--- src/rtl/riscv_pkg.sv ---
// -----------------------------------------------------------------------------
// riscv_pkg
// Shared definitions for the front end and decode:
//   NOP_INSTR    - canonical bubble (addi x0, x0, 0)
//   if_state_e   - instruction-fetch FSM states
//   OPC_*        - major opcode constants used by decode
//   pc_plus4     - sequential next-PC helper (wraps mod 2^32)
//   opcode_of    - extracts the major opcode field of an instruction word
// -----------------------------------------------------------------------------
package riscv_pkg;

    localparam logic [31:0] NOP_INSTR = 32'h0000_0013;

    typedef enum logic [1:0] {
        ST_RUN   = 2'd0,
        ST_HELD  = 2'd1,
        ST_DRAIN = 2'd2,
        ST_HALT  = 2'd3
    } if_state_e;

    localparam logic [6:0] OPC_LOAD     = 7'b000_0011;
    localparam logic [6:0] OPC_MISC_MEM = 7'b000_1111;
    localparam logic [6:0] OPC_OP_IMM   = 7'b001_0011;
    localparam logic [6:0] OPC_AUIPC    = 7'b001_0111;
    localparam logic [6:0] OPC_STORE    = 7'b010_0011;
    localparam logic [6:0] OPC_OP       = 7'b011_0011;
    localparam logic [6:0] OPC_LUI      = 7'b011_0111;
    localparam logic [6:0] OPC_BRANCH   = 7'b110_0011;
    localparam logic [6:0] OPC_JALR     = 7'b110_0111;
    localparam logic [6:0] OPC_JAL      = 7'b110_1111;
    localparam logic [6:0] OPC_SYSTEM   = 7'b111_0011;

    function automatic logic [31:0] pc_plus4(input logic [31:0] pc);
        return pc + 32'd4;
    endfunction

    function automatic logic [6:0] opcode_of(input logic [31:0] word);
        return word[6:0];
    endfunction

endpackage

--- src/rtl/if_buf.sv ---
// -----------------------------------------------------------------------------
// if_buf
// One-entry hold buffer for a fetched instruction that arrives while decode
// is stalled.
//   clk, rst_n            clock, asynchronous active-low reset
//   load                  capture load_data/load_addr, mark full
//   flush                 discard contents (wins over load and unload)
//   unload                contents consumed, mark empty
//   load_data, load_addr  instruction word and its address
//   data, addr, full      buffered word, its address, occupancy flag
// -----------------------------------------------------------------------------
module if_buf
    import riscv_pkg::*;
(
    input  logic        clk,
    input  logic        rst_n,
    input  logic        load,
    input  logic        flush,
    input  logic        unload,
    input  logic [31:0] load_data,
    input  logic [31:0] load_addr,
    output logic [31:0] data,
    output logic [31:0] addr,
    output logic        full
);

    logic [31:0] data_reg;
    logic [31:0] addr_reg;
    logic        full_reg;

    always_ff @(posedge clk or negedge rst_n) begin
        if (!rst_n) begin
            data_reg <= NOP_INSTR;
            addr_reg <= 32'd0;
            full_reg <= 1'b0;
        end else if (flush) begin
            full_reg <= 1'b0;
        end else if (load) begin
            data_reg <= load_data;
            addr_reg <= load_addr;
            full_reg <= 1'b1;
        end else if (unload) begin
            full_reg <= 1'b0;
        end
    end

    assign data = data_reg;
    assign addr = addr_reg;
    assign full = full_reg;

endmodule

--- src/rtl/ifetch.sv ---
// -----------------------------------------------------------------------------
// ifetch
// Instruction fetch stage: one outstanding request to instruction memory,
// a one-entry hold buffer for decode stalls, and redirect handling that drains
// a stale in-flight request before fetching the new target.
//
// Parameters
//   RESET_PC        first fetch address after reset
// Ports
//   clk, rst_n      clock, asynchronous active-low reset
//   hold            decode stall; freezes instr/pc_if2id/instr_valid
//   redirect        taken branch / jump from execute (highest priority)
//   redirect_pc     redirect target
//   imem_req        memory request, registered
//   imem_addr       memory request address, registered
//   imem_rvalid     memory read data valid
//   imem_rdata      memory read data
//   instr           instruction to decode (NOP when not valid)
//   pc_if2id        address of instr
//   instr_valid     instr holds a real fetched word
//   fetch_misalign  (only with IFETCH_MISALIGN_TRAP_EN) misaligned redirect
//                   seen; fetch halted until reset
//
// Build option: define IFETCH_MISALIGN_TRAP_EN to trap misaligned redirect
// targets; otherwise the low two target bits are forced to zero.
//
// Memory model assumed: the request presented in a cycle is accepted by the
// memory; rvalid may come back in that same cycle (zero-wait) or later.
// While a request is outstanding, imem_req/imem_addr do not change.
// -----------------------------------------------------------------------------
module ifetch
    import riscv_pkg::*;
#(
    parameter logic [31:0] RESET_PC = 32'h0000_0000
) (
    input  logic        clk,
    input  logic        rst_n,
    input  logic        hold,
    input  logic        redirect,
    input  logic [31:0] redirect_pc,
    output logic        imem_req,
    output logic [31:0] imem_addr,
    input  logic        imem_rvalid,
    input  logic [31:0] imem_rdata,
    output logic [31:0] instr,
    output logic [31:0] pc_if2id,
    output logic        instr_valid
`ifdef IFETCH_MISALIGN_TRAP_EN
    ,
    output logic        fetch_misalign
`endif
);

    if_state_e   state_reg,  state_next;
    logic        req_reg,    req_next;
    logic [31:0] addr_reg,   addr_next;
    logic [31:0] instr_reg,  instr_next;
    logic [31:0] pc_reg,     pc_next;
    logic        valid_reg,  valid_next;

    logic        buf_load;
    logic        buf_flush;
    logic        buf_unload;
    logic [31:0] buf_data;
    logic [31:0] buf_addr;
    logic        buf_full;

    logic [31:0] redirect_target;
    logic        redirect_bad;
    logic        req_in_flight;

`ifdef IFETCH_MISALIGN_TRAP_EN
    logic        misalign_reg, misalign_next;

    assign redirect_target = redirect_pc;
    assign redirect_bad    = |redirect_pc[1:0];
`else
    assign redirect_target = redirect_pc & ~32'h0000_0003;
    assign redirect_bad    = 1'b0;
`endif

    // In RUN the request line is only low for the single cycle after reset,
    // so a raised request in RUN means the memory owes us a response.
    assign req_in_flight = (state_reg == ST_RUN) && req_reg;

    if_buf u_buf (
        .clk       (clk),
        .rst_n     (rst_n),
        .load      (buf_load),
        .flush     (buf_flush),
        .unload    (buf_unload),
        .load_data (imem_rdata),
        .load_addr (addr_reg),
        .data      (buf_data),
        .addr      (buf_addr),
        .full      (buf_full)
    );

    always_ff @(posedge clk or negedge rst_n) begin
        if (!rst_n) begin
            state_reg <= ST_RUN;
            req_reg   <= 1'b0;
            addr_reg  <= RESET_PC;
            instr_reg <= NOP_INSTR;
            pc_reg    <= 32'd0;
            valid_reg <= 1'b0;
`ifdef IFETCH_MISALIGN_TRAP_EN
            misalign_reg <= 1'b0;
`endif
        end else begin
            state_reg <= state_next;
            req_reg   <= req_next;
            addr_reg  <= addr_next;
            instr_reg <= instr_next;
            pc_reg    <= pc_next;
            valid_reg <= valid_next;
`ifdef IFETCH_MISALIGN_TRAP_EN
            misalign_reg <= misalign_next;
`endif
        end
    end

    always_comb begin
        state_next = state_reg;
        req_next   = req_reg;
        addr_next  = addr_reg;
        instr_next = instr_reg;
        pc_next    = pc_reg;
        valid_next = valid_reg;
        buf_load   = 1'b0;
        buf_flush  = 1'b0;
        buf_unload = 1'b0;
`ifdef IFETCH_MISALIGN_TRAP_EN
        misalign_next = misalign_reg;
`endif

        if (redirect && (state_reg != ST_HALT)) begin
            // Redirect overrides hold and any returning data.
            buf_flush  = 1'b1;
            instr_next = NOP_INSTR;
            valid_next = 1'b0;
            if (redirect_bad) begin
                state_next = ST_HALT;
                req_next   = 1'b0;
`ifdef IFETCH_MISALIGN_TRAP_EN
                misalign_next = 1'b1;
`endif
            end else begin
                addr_next = redirect_target;
                // A response still owed for the old path must be swallowed
                // before the new target can be requested. Data returning in
                // this very cycle is simply dropped instead.
                if ((req_in_flight || (state_reg == ST_DRAIN)) && !imem_rvalid) begin
                    state_next = ST_DRAIN;
                    req_next   = 1'b0;
                end else begin
                    state_next = ST_RUN;
                    req_next   = 1'b1;
                end
            end
        end else begin
            unique case (state_reg)
                ST_RUN: begin
                    if (req_reg && imem_rvalid) begin
                        if (hold) begin
                            buf_load   = 1'b1;
                            req_next   = 1'b0;
                            state_next = ST_HELD;
                        end else begin
                            instr_next = imem_rdata;
                            pc_next    = addr_reg;
                            valid_next = 1'b1;
                            addr_next  = pc_plus4(addr_reg);
                        end
                    end else begin
                        // No data this cycle (or a late response after
                        // reset while the request line was still low).
                        if (!hold) begin
                            instr_next = NOP_INSTR;
                            valid_next = 1'b0;
                        end
                        req_next = 1'b1;
                    end
                end
                ST_HELD: begin
                    if (!hold) begin
                        if (buf_full) begin
                            instr_next = buf_data;
                            pc_next    = buf_addr;
                            valid_next = 1'b1;
                            buf_unload = 1'b1;
                        end
                        addr_next  = pc_plus4(addr_reg);
                        req_next   = 1'b1;
                        state_next = ST_RUN;
                    end
                end
                ST_DRAIN: begin
                    // imem_addr already holds the latest redirect target.
                    if (imem_rvalid) begin
                        req_next   = 1'b1;
                        state_next = ST_RUN;
                    end
                end
                ST_HALT: begin
                    state_next = ST_HALT;
                end
                default: begin
                    state_next = ST_RUN;
                end
            endcase
        end
    end

    assign imem_req    = req_reg;
    assign imem_addr   = addr_reg;
    assign instr       = instr_reg;
    assign pc_if2id    = pc_reg;
    assign instr_valid = valid_reg;
`ifdef IFETCH_MISALIGN_TRAP_EN
    assign fetch_misalign = misalign_reg;
`endif

endmodule

--- config.mk ---
export PLATFORM = sky130hd
export DESIGN_NAME = ifetch
export DESIGN_NICKNAME = d
export VERILOG_FILES = /design/src/rtl/riscv_pkg.sv /design/src/rtl/if_buf.sv /design/src/rtl/ifetch.sv
export SDC_FILE = /design/constraint.sdc
export NUM_CORES = 1
export LEC_CHECK = 0
export BUFFER_PORTS_ARGS = -buffer_cell sky130_fd_sc_hd__buf_2
export CORE_MARGIN = 8
export CORE_UTILIZATION = 40
export CTS_CLUSTER_DIAMETER = 150
export DETAILED_ROUTE_END_ITERATION = 8
export GPL_TIMING_DRIVEN = 0
export PLACE_DENSITY = 0.67
export SYNTH_ARGS = -nofsm -noshare
export SYNTH_HDL_FRONTEND = slang
export SYNTH_SLANG_ARGS = --single-unit
--- constraint.sdc ---
create_clock -name clk -period 4.15 [get_ports clk]
set_clock_uncertainty 0.2 [all_clocks]
set_input_delay 0.415 -clock clk [delete_from_list [all_inputs] [get_ports clk]]
set_output_delay 0.415 -clock clk [all_outputs]
set_load 0.005 [all_outputs]
Word-level counts from Yosys, hierarchy flattened
Cells that the tools add are included.

Reduce and logical (&&, ||, !) cells: 17. Add/subtract/negate cells: 1. Muxes and demuxes: 48. Equality and inequality tests: 15. Bitwise operators: 2.

Operators by type and width (count): $mux W32 (13); $pmux W32 S2 (3); $add A32 B3 Y32 const B (1); $mux W1 (23); $mux W2 (6); $reduce_and A4 Y1 (3); $ne A3 B2 Y1 const B (3); $pmux W2 S4 (1); $ne A2 B2 Y1 const B (3); $ne A3 B3 Y1 const B (2); $reduce_and A6 Y1 (1); $reduce_bool A3 Y1 (2); $eq A2 B2 Y1 const B (2); $logic_and A1 B1 Y1 (4); $ne A2 B1 Y1 const B (2); $ne A4 B4 Y1 const B (1); $reduce_and A2 Y1 (2); $reduce_bool A4 Y1 (1); $ne A3 B1 Y1 const B (1); $pmux W1 S3 (1); $eq A2 B1 Y1 const B (1); $logic_not A2 Y1 (1); $not A1 Y1 (2); $pmux W1 S2 (1); other kinds (3) (3).

Word-level logic and storage cells: 92. Bits of input ports: 69. Register bits: 165. Output and inout bits: 98.

Logic depth before layout (Yosys ltp)
Gate-level depths: netlist (run 1).

Word-level depth: 7. Depth in mapped cells: 10. Mapped depth without buffers: 7.

Cells and area by module
Synthesis (run 1) repeated with hierarchy kept, for this count alone.

Cells, all modules: 668. Area total of the unflattened synthesis: 7752.4 sq um.

By module, submodules not included: ifetch (times used 1, area each 5007.3 sq um, sequential area each 2456.1 sq um, cells an instance 528); if_buf (times used 1, area each 2745.1 sq um, sequential area each 1630.3 sq um, cells an instance 140).

Worst setup path after synthesis (run 1)
No wires, ideal clock.

Path kind: register to register. Start: register state_reg[0]. End: register addr_reg[30], in the netlist imem_addr[30]. Library setup time: 0.082 ns. Period minus slack after synthesis: 2.347 ns. Cell stages (with the launch flop): 9. Data arrival time: 2.065 ns. Buffers on the path: 1. Data required time: 3.868 ns. Slack: 1.803 ns. Cells stage by stage: dfrtp_1 -> inv_1 -> ha_1 -> buf_6 -> nand2b_4 -> a211oi_4 -> nand3_2 -> or4_1 -> a31oi_1.

Cells in the longest elaborated chain, start to end: 4. Elaborated cells between the ends (all ways): 9. Those cells by class: 3 x eq/ne; 2 x mux; 4 x reduce/logical.

RTL lines: from (decl) (RTL line ifetch.sv:54) `if_state_e state_reg, state_next;`; from (signal assigned) (RTL line ifetch.sv:111) `state_reg <= state_next;`; $ne A2 B2 Y1 (RTL line ifetch.sv:137) `if (redirect && (state_reg != ST_HALT)) begin`; $logic_and A1 B1 Y1 (RTL line ifetch.sv:137); $ne A3 B1 Y1 (no line) / $reduce_bool A3 Y1 (equally long branches); $reduce_and A2 Y1 (no line); to (signal assigned) (RTL line ifetch.sv:113) `addr_reg <= addr_next;`; to (decl) (RTL line ifetch.sv:56) `logic [31:0] addr_reg, addr_next;`.

Parallel ways exist; a longest one is shown, timed or not. A chain may end at the register's enable or synchronous reset.

Worst setup path in the final report (run 1)
Start: register state_reg[1]. End: register pc_reg[17], in the netlist pc_if2id[17].

Cells in the longest elaborated chain, start to end: 4. Elaborated cells between the ends (all ways): 12. Those cells by class: 6 x eq/ne; 1 x mux; 1 x bitwise; 4 x reduce/logical.

RTL lines: branches (longest 4 deep; another with $reduce_and A6 Y1); to (signal assigned) (RTL line ifetch.sv:115) `pc_reg <= pc_next;`; to (decl) (RTL line ifetch.sv:58) `logic [31:0] pc_reg, pc_next;`.

Parallel ways; which one is timed is not known.

==> flow_metrics.py, run 1 <==
metrics = {
    "run_status": {
        "outcome": "complete, no violations",
    },
    "floorplan": {
        "core_area_um2": 17900,
        "io_pins": 167,
        "start_util_pct": 40.73,
        "rows": 49,
        "die_h_um": 151.0,
        "dieArea_um2": 22810,
        "die_w_um": 151.0,
    },
    "layout": {
        "diodes": 0,
        "fin_cells": 1096,
        "syn_to_final_growth_pct": 25.91,
        "drive_gt1_share_pct": 34.49,
        "layout.cells.most_common": "buf_2",
        "finalNetCount": 930,
        "layout_common_cells": "buf_2 (174), dfrtp_1 (153), nand2_1 (70)",
    },
    "timing": {
        "drv_slew": 0,
        "fmax_mhz": 359.6,
        "slew_headroom_pct": 47.70,
        "finalSetupTns_ps": 0,
        "fin_crit_sh_pct": 67.01,
        "worst_pin_slew_ps": 784.5,
        "setup_viol": 0,
        "hold_viol": 0,
        "final.min_clock_period_ps": 2781,
        "rsz0062_at_grt": "false",
    },
    "yosys": {
        "yosys_warnings": 0,
        "synth_area_per_cell_um2": 11.13,
        "async_reset_ff_share_pct": 100.0,
        "syn_inst": 655,
        "ys_seq_area_share_pct": 54.67,
        "ys.flop_type": "dfrtp_1",
        "syn_area_um2": 7292,
        "synth_cell_types": 53,
        "ys_ff_latch": 159,
        "synth_edf_count": 0,
    },
    "place": {
        "port-buffer-count": 160,
        "gp_congestion": 0.7950,
        "place_inst": 1048,
        "hpwl_um": 13880,
    },
    "critical_path": {
        "crit_arrival_ps": 2930,
        "worst-setup-path-type": "register to register",
        "cp-end-kind": "register",
        "critPathLaunchType": "register",
        "worst-path-max-fanout": 10,
        "cp.required_ps": 4300,
    },
    "routing": {
        "drt_iter0_drc": 282,
        "ant_nets": 0,
        "dr.pass1.iters": 5,
        "detail_route.wl_per_cell_um": 17.82,
        "vias": 5731,
        "drc": 0,
        "wirelength_um": 19530,
        "routed_via_density": 5.229,
    },
    "flow_run": {
        "drv_cap": 0,
    },
    "hold_path": {
        "hold_class": "input pin to register",
    },
    "cts": {
        "htreeDepth": 4,
        "clk_path_buf_depth": 2,
        "cts_buffers": 17,
        "cts_tree": "yes",
        "clk_latency_ps": 430,
        "post_cts_resized": 0,
        "cts-root-buf": "clkbuf_16",
        "cts.sinks": 159,
        "cts.clk_slew.worst_paths_ps": 70,
    },
    "global_route": {
        "groute.usage.overall_pct": 17.48,
        "antenna_found_initial": 1,
        "grt_max_degree": 105,
        "grt_overflow": 0,
        "grt_first_pass_wirelength_um": 30910,
        "grt_pass1_vias": 5767,
    },
    "pwr": {
        "p_per_area_nw_per_um2": 665.0,
        "vdd_ir_drop_max_v": 0.0003228,
        "p_leak_nw": 4.167,
    },
}
[report_power, final]
part	internal (mW)	switching, mW
logic	0.941	1.01
clock network	0.893	0.672
registers	2.17	0.428
[cells in the mapped netlist (5+ instances only)]
master      n  area, um^2
dfrtp_1   153        3829
nand2_1    70       262.8
mux2_2     63       709.4
o21ai_0    52       260.3
nor2_1     46       172.7
a21oi_1    39       195.2
mux2i_1    34       340.3
a22oi_1    30       225.2
clkbuf_1   24       90.09
nand3_1    19       95.09
buf_2      15       75.07
xor2_1     14       122.6
and3_1      8       50.05
dfstp_2     6       157.7
ha_1        6       75.07
nand4_1     5       31.28
xnor2_1     5       43.79
[logic make-up after synthesis]
family | after synthesis | synth area share [%]
xor+xnor | 19 | 2.282
compound gates | 144 | 12.25
fa+ha+maj | 6 | 1.029
other cells | 1 | 0.05143
simple gates | 180 | 12.23
buf+inv | 49 | 3.089
mux | 97 | 14.40
flops | 159 | 54.67
[worst paths after layout]
kind	start	to	slack [ps]	cells past startpoint
max reg2reg	state_reg[1]	pc_if2id[17]	1370	9
max in group asynchronous	rst_n	pc_if2id[23]	2620	3
min	redirect_pc[2]	imem_addr[2]	10	3
min in group asynchronous	rst_n	instr[29]	290	2
max	state_reg[1]	pc_if2id[17]	1370	9
min reg2reg	instr[16]	instr[16]	270	2
[cell type report]
cell class / count / area, um^2
inverter: 3 / 11.26
fill: 1640 / 8721
buffer: 46 / 214.0
sequential: 159 / 3986
clock inverter: 14 / 157.7
clock buffer: 17 / 425.4
tap: 229 / 286.5
multi-input combinational: 450 / 3092
timing repair buffer: 178 / 1008
[worst max-delay path: stages, from the launching register on]
cell      delay (ps)
dfrtp_1          410
inv_1            110
ha_1             290
mux2i_1          140
or3_1            390
clkbuf_1         270
a21oi_2          350
buf_2            340
nor2_1            60
a21oi_1          140
[layer usage]
layer | up-vias | wire, um | GRT usage, %
met2 | 178 | 8825 | 26.74
met5 | - | 13 | 0
met4 | 2 | 340 | 6.235
met1 | 2793 | 8761 | 22.62
li1 | 2727 | - | -
met3 | 31 | 1591 | 6.005
[stage by stage]
stage | util (%) | instance area, um^2 | worst slack [ps] | total power, mW | hold slack, ps
floorplan | - | 7303 | 1803 | 3.785 | -80.59
global placement | 46.87 | 8391 | -45.64 | 4.514 | 255.3
detailed placement | 47.08 | 8428 | 1342 | 4.585 | 166.8
CTS | 51.29 | 9181 | 1306 | 6.184 | 0.9158
global route | 51.29 | 9181 | 1092 | 6.535 | 3.905
finish | 51.29 | 9181 | 1369 | 6.106 | 11.52
[timing repair]
action                    4_1_cts  5_1_grt
setup buffers                   0        0
hold endpoints to repair       65        0
hold buffers                   17        0
(Power assumes the default switching activity.)
==> run 2: changes to the inputs <==
ABC_AREA = 1   (was default)
PLACE_DENSITY = 0.69   (was 0.67)
clock period = 2.32 ns   (was 4.15 ns; I/O delays follow)
==> run 2 against run 1 <==
  * Setup slack lost 1200 ps
  * Power increased by 110%
  * Routed wire length grew 24%
  * Sequential share of layout area is 4.8 points lower
  * Sequential power grew 92%
  * Count of clock-buffer cells in the layout up 1
  * Combinational power rose to 2.7 times the previous value
  * Clock power rose by 87%
  * Fmax increased by 30%
  * Critical path type unchanged
  * Highest routed layer is now met4
==> flow_metrics.py, run 2 <==
metrics = {
    "timing": {
        "slew_headroom_pct": 59.47,
        "fin_crit_sh_pct": 92.56,
        "drv_slew": 0,
        "worst_pin_slew_ps": 608.0,
        "finalSetupTns_ps": 0,
        "hold_ws_ps": 40.53,
        "rsz0062_at_grt": "false",
        "hold_viol": 0,
        "fmax_mhz": 465.7,
        "setup_viol": 0,
        "final.min_clock_period_ps": 2148,
        "setup_ws_ps": 172.5,
    },
    "yosys": {
        "synth.most_common_cell": "nand2_1",
        "synth_top_area_share_pct": 48.86,
        "syn_area_um2": 7836,
        "ys_top_cells_by_count": "nand2_1 (301), dfrtp_1 (153), o21ai_0 (147)",
        "synth_edf_count": 0,
        "yosys_warnings": 0,
        "synth_area_per_cell_um2": 7.675,
        "ys_ff_latch": 159,
        "synth_area_leaders": "dfrtp_1 (49%), nand2_1 (14%), o21ai_0 (9.4%), nor2_1 (5.6%), inv_1 (4.0%)",
        "yosys.area.top_type": "dfrtp_1",
        "synth_cell_types": 33,
        "async_reset_ff_share_pct": 100.0,
        "ys_seq_area_share_pct": 50.87,
        "syn_inst": 1021,
        "ys.flop_type": "dfrtp_1",
    },
    "cts": {
        "clk_path_buf_depth": 2,
        "cts_tree": "yes",
        "cts_buffers": 17,
        "clk_latency_ps": 420,
        "cts-root-buf": "clkbuf_16",
        "htreeDepth": 4,
        "postCtsSetupRepairBufs": 0,
        "cts.sinks": 159,
        "cts.clk_slew.worst_paths_ps": 70,
    },
    "layout": {
        "syn_to_final_growth_pct": 31.58,
        "finalNetCount": 1342,
        "fin_cells": 1545,
        "layout.cells.most_common": "nand2_1",
        "diodes": 0,
        "fillers": 1835,
        "final_design_area_no_fill_um2": 10310,
        "layout_common_cells": "nand2_1 (301), buf_2 (176), dfrtp_1 (153)",
        "drive_gt1_share_pct": 19.69,
    },
    "routing": {
        "wirelength_um": 24300,
        "ant_nets": 0,
        "drc": 0,
        "routed_via_density": 4.968,
        "drt_iter0_drc": 437,
        "vias": 7675,
        "detail_route.wl_per_cell_um": 15.73,
        "dr.pass1.iters": 5,
    },
    "floorplan": {
        "die_w_um": 156.0,
        "dieArea_um2": 24330,
        "io_pins": 167,
        "rows": 51,
        "die_h_um": 156.0,
        "core_area_um2": 19330,
        "start_util_pct": 40.53,
    },
    "pwr": {
        "vdd_ir_drop_max_v": 0.0006606,
        "p_per_area_nw_per_um2": 1269,
        "p_leak_nw": 5.242,
    },
    "place": {
        "dp_slack_ps": -38.71,
        "port-buffer-count": 160,
        "hpwl_um": 17480,
        "place_inst": 1450,
        "placed_area_um2": 9017,
        "gp_congestion": 0.9244,
    },
    "global_route": {
        "grt_pass1_vias": 7731,
        "antenna_found_initial": 0,
        "grt_first_pass_wirelength_um": 39510,
        "grt_max_degree": 93,
        "grt_overflow": 0,
        "groute.usage.overall_pct": 20.34,
    },
    "critical_path": {
        "cp-end-kind": "register",
        "worst-path-max-fanout": 10,
        "critPathLaunchType": "register",
        "cp.required_ps": 2420,
        "worst-setup-path-type": "register to register",
        "crit_arrival_ps": 2250,
    },
    "flow_run": {
        "drv_cap": 0,
    },
    "hold_path": {
        "hold_class": "input pin to register",
    },
    "run_status": {
        "outcome": "complete, no violations",
    },
}
-- run 2: report_power, final --
group          internal (mW)  total (mW)  switching, mW
clock                   1.71        2.91           1.20
combinational           1.93        5.19           3.25
sequential              4.04        4.98          0.941
-- run 2: repair_timing --
item | CTS | global route
resized for setup | 1 | 21
hold buffers | 63 | 0
cloned | 0 | 0
hold endpoints to repair | 132 | 0
pin swaps | 0 | 0
setup endpoints to repair | 1 | 64
-- run 2: cell type report --
type	count	area [um^2]	share of cell area [%]
buffer	58	311.5	3.021
clock buffer	18	429.2	4.162
clock inverter	14	180.2	1.747
inverter	88	335.3	3.252
multi-input combinational	719	3268	31.70
sequential	159	3986	38.66
tap	265	331.6	3.216
timing repair buffer	224	1469	14.25
-- run 2: layer usage --
layer / global-route usage [%] / vias to the layer above / wire, um
met4: 6.007 / 0 / 369
li1: - / 3774 / -
met3: 5.014 / 20 / 1687
met5: 0 / - / 0
met1: 26.08 / 3611 / 10880
met2: 33.34 / 270 / 11360
-- run 2: final timing paths --
path                       cells after the start  slack (ps)            end            start
max                                           10         170   imem_addr[3]     state_reg[0]
min                                            5          40  imem_addr[12]  redirect_pc[12]
max reg2reg                                   10         170   imem_addr[3]     state_reg[0]
min reg2reg                                    2         270       instr[8]         instr[8]
max in group asynchronous                      3         940  imem_addr[22]            rst_n
min in group asynchronous                      2         140      instr[20]            rst_n
-- run 2: logic make-up after synthesis --
kind of cell | after synthesis | synth area share (%)
fa+ha+maj | 6 | 0.9580
compound gates | 236 | 16.30
simple gates | 471 | 23.76
buf+inv | 146 | 7.840
other cells | 1 | 0.04785
xor+xnor | 2 | 0.2236
flops | 159 | 50.87
-- run 2: critical path: stages, from the launching register on --
cell	delay, ps
dfrtp_1	420
inv_1	120
ha_1	160
buf_4	150
inv_1	60
nand2_2	100
a21oi_1	80
nor2_2	190
buf_2	240
buf_4	210
a31oi_1	100
-- run 2: per-stage QoR --
step                power, mW  util (%)
finish                  13.08     53.33
global route            14.17     53.33
CTS                     13.05     53.06
detailed placement      10.02     46.64
global placement        9.860     46.44
floorplan               7.906         -
==> run 3: changes to the inputs <==
CORE_MARGIN = default   (was 8)
PLACE_DENSITY = default   (was 0.69)
==> run 3 against run 2 <==
  * Sequential power is essentially flat
  * Critical path depth down 2
  * Cell area decreased by 0.28%
  * Power decreased by 0.52%
  * Count of clock-buffer cells in the layout rose by 5
  * Critical endpoint is now pc_if2id[11]
  * Critical path type unchanged
  * Core utilization increased by 0.91 points
  * Via count down 1.7%
  * Register-to-register slack got worse by 50 ps
  * Die area shrank 17%
==> flow_metrics.py, run 3 (synthesis gave the netlist of run 2 again) <==
metrics = {
    "pwr": {
        "p_total_mw": 13.01,
        "p_per_area_nw_per_um2": 1266,
        "vdd_ir_drop_max_v": 0.0006934,
        "p_leak_nw": 5.247,
    },
    "layout": {
        "finalNetCount": 1341,
        "regArea_um2": 3986,
        "syn_to_final_growth_pct": 31.22,
        "fin_cells": 1538,
        "layout_common_cells": "nand2_1 (301), buf_2 (179), dfrtp_1 (153)",
        "drive_gt1_share_pct": 19.56,
        "layout.cells.most_common": "nand2_1",
        "final_design_area_no_fill_um2": 10280,
        "multiInputGateArea_um2": 3262,
        "fillers": 1853,
        "diodes": 0,
    },
    "place": {
        "place_inst": 1445,
        "placed_area_um2": 9011,
        "hpwl_um": 16440,
        "gp_congestion": 0.8894,
        "port-buffer-count": 160,
    },
    "cts": {
        "clk_latency_ps": 420,
        "cts.clk_slew.worst_paths_ps": 70,
        "clk_path_buf_depth": 2,
        "cts_buffers": 17,
        "cts.sinks": 159,
        "htreeDepth": 4,
        "postCtsSetupRepairBufs": 0,
        "cts_tree": "yes",
        "cts-root-buf": "clkbuf_16",
    },
    "global_route": {
        "grt_first_pass_wirelength_um": 37050,
        "grt_max_degree": 87,
        "grt_pass1_vias": 7059,
        "groute.usage.overall_pct": 23.84,
        "antenna_found_initial": 0,
        "grt_overflow": 0,
    },
    "timing": {
        "rsz0062_at_grt": "true",
        "worst_pin_slew_ps": 669.8,
        "fin_crit_sh_pct": 94.53,
        "setup_viol": 0,
        "slew_headroom_pct": 55.34,
        "final.min_clock_period_ps": 2193,
        "fmax_mhz": 456.0,
        "drv_slew": 0,
        "hold_ws_ps": 25.39,
        "hold_viol": 0,
    },
    "critical_path": {
        "crit_arrival_ps": 2280,
        "worst-setup-path-type": "register to register",
        "worst-path-max-fanout": 10,
        "critPathLaunchType": "register",
        "rr_startpoint": "state_reg[1]",
        "cp.required_ps": 2410,
        "cp-end-kind": "register",
        "reg2reg_depth": 8,
        "rrSetupSlack_ps": 130,
        "slowest_stage": "dfrtp_1",
        "r2r-end": "pc_if2id[11]",
        "crit_chain": "inv_1, ha_1, inv_2, or2_1, nand4_2, a21oi_4, buf_2, a21oi_1",
        "slowest_delay_ps": 390,
    },
    "floorplan": {
        "dieArea_um2": 20150,
        "rows": 50,
        "io_pins": 167,
        "start_util_pct": 41.34,
        "core_area_um2": 18960,
        "die_h_um": 142.0,
        "die_w_um": 142.0,
    },
    "routing": {
        "ant_nets": 0,
        "drt_iter0_drc": 462,
        "dr.pass1.iters": 6,
        "wirelength_um": 23120,
        "vias": 7547,
        "detail_route.wl_per_cell_um": 15.03,
        "routed_via_density": 4.907,
        "drc": 0,
    },
    "hold_path": {
        "hold_class": "input pin to register",
        "hold_start": "redirect_pc[12]",
        "min_to": "imem_addr[12]",
        "hold_depth": 5,
    },
    "run_status": {
        "outcome": "complete, no violations",
    },
    "flow_run": {
        "drv_cap": 0,
    },
}
## run 3: cell count changes in the layout (fill, tap and decap cells not counted), sizes merged
cell	change
buf	+1
clkbuf	+4
clkinv	-1
dlygate4sd3	-1
inv	-5
## run 3: final cells by class
cell class | instances | area share (%)
buffer | 58 | 2.847
clock buffer | 23 | 4.843
clock inverter | 8 | 1.253
inverter | 88 | 3.212
multi-input combinational | 719 | 31.72
sequential | 159 | 38.77
tap | 260 | 3.164
timing repair buffer | 223 | 14.19
## run 3: power breakdown
group / internal [mW] / switching (mW)
sequential: 4.04 / 0.925
combinational: 1.91 / 3.19
clock: 1.83 / 1.12
## run 3: worst max path at each step
stage / slack, ps / end / from / cells after the start
detailed placement: -40 / pc_if2id[31] / state_reg[1] / 8
floorplan: 490 / imem_addr[6] / state_reg[0] / 10
global placement: -1750 / imem_addr[24] / rst_n / 1
CTS: 10 / instr[30] / state_reg[1] / 8
finish: 130 / pc_if2id[11] / state_reg[1] / 8
global route: -9 / instr[21] / state_reg[1] / 9
## run 3: metal layers
layer	GRT usage, %	wire length (um)	part of all wire (%)
met1	33.30	10940	47
met5	0	0	0
met4	4.867	222	0.96
met2	38.97	10800	47
met3	4.071	1152	5.0
## run 3: worst max-delay path: cells and delay by family (launching register included)
kind	cells	cell delay (ps)
AOI/OAI and AO/OA	2	380
buffers and inverters	3	540
adders and majority gates	1	240
and+or+nand+nor	2	290
DFF	1	390
## run 3: repair_timing
action                                  CTS  global route
endpoints found under the setup margin    1            71
hold buffers                             62             0
endpoints found under the hold margin   143             0
pin swaps                                 0             0
gates resized for setup                   1            10
## run 3: through the flow
stage / setup TNS [ps] / setup slack [ps] / util (%)
floorplan: 0 / 486.8 / -
global placement: -270020 / -1748 / 47.34
detailed placement: -40.90 / -40.90 / 47.54
CTS: 0 / 13.06 / 54.13
global route: -10.01 / -9.269 / 54.24
finish: 0 / 126.8 / 54.24
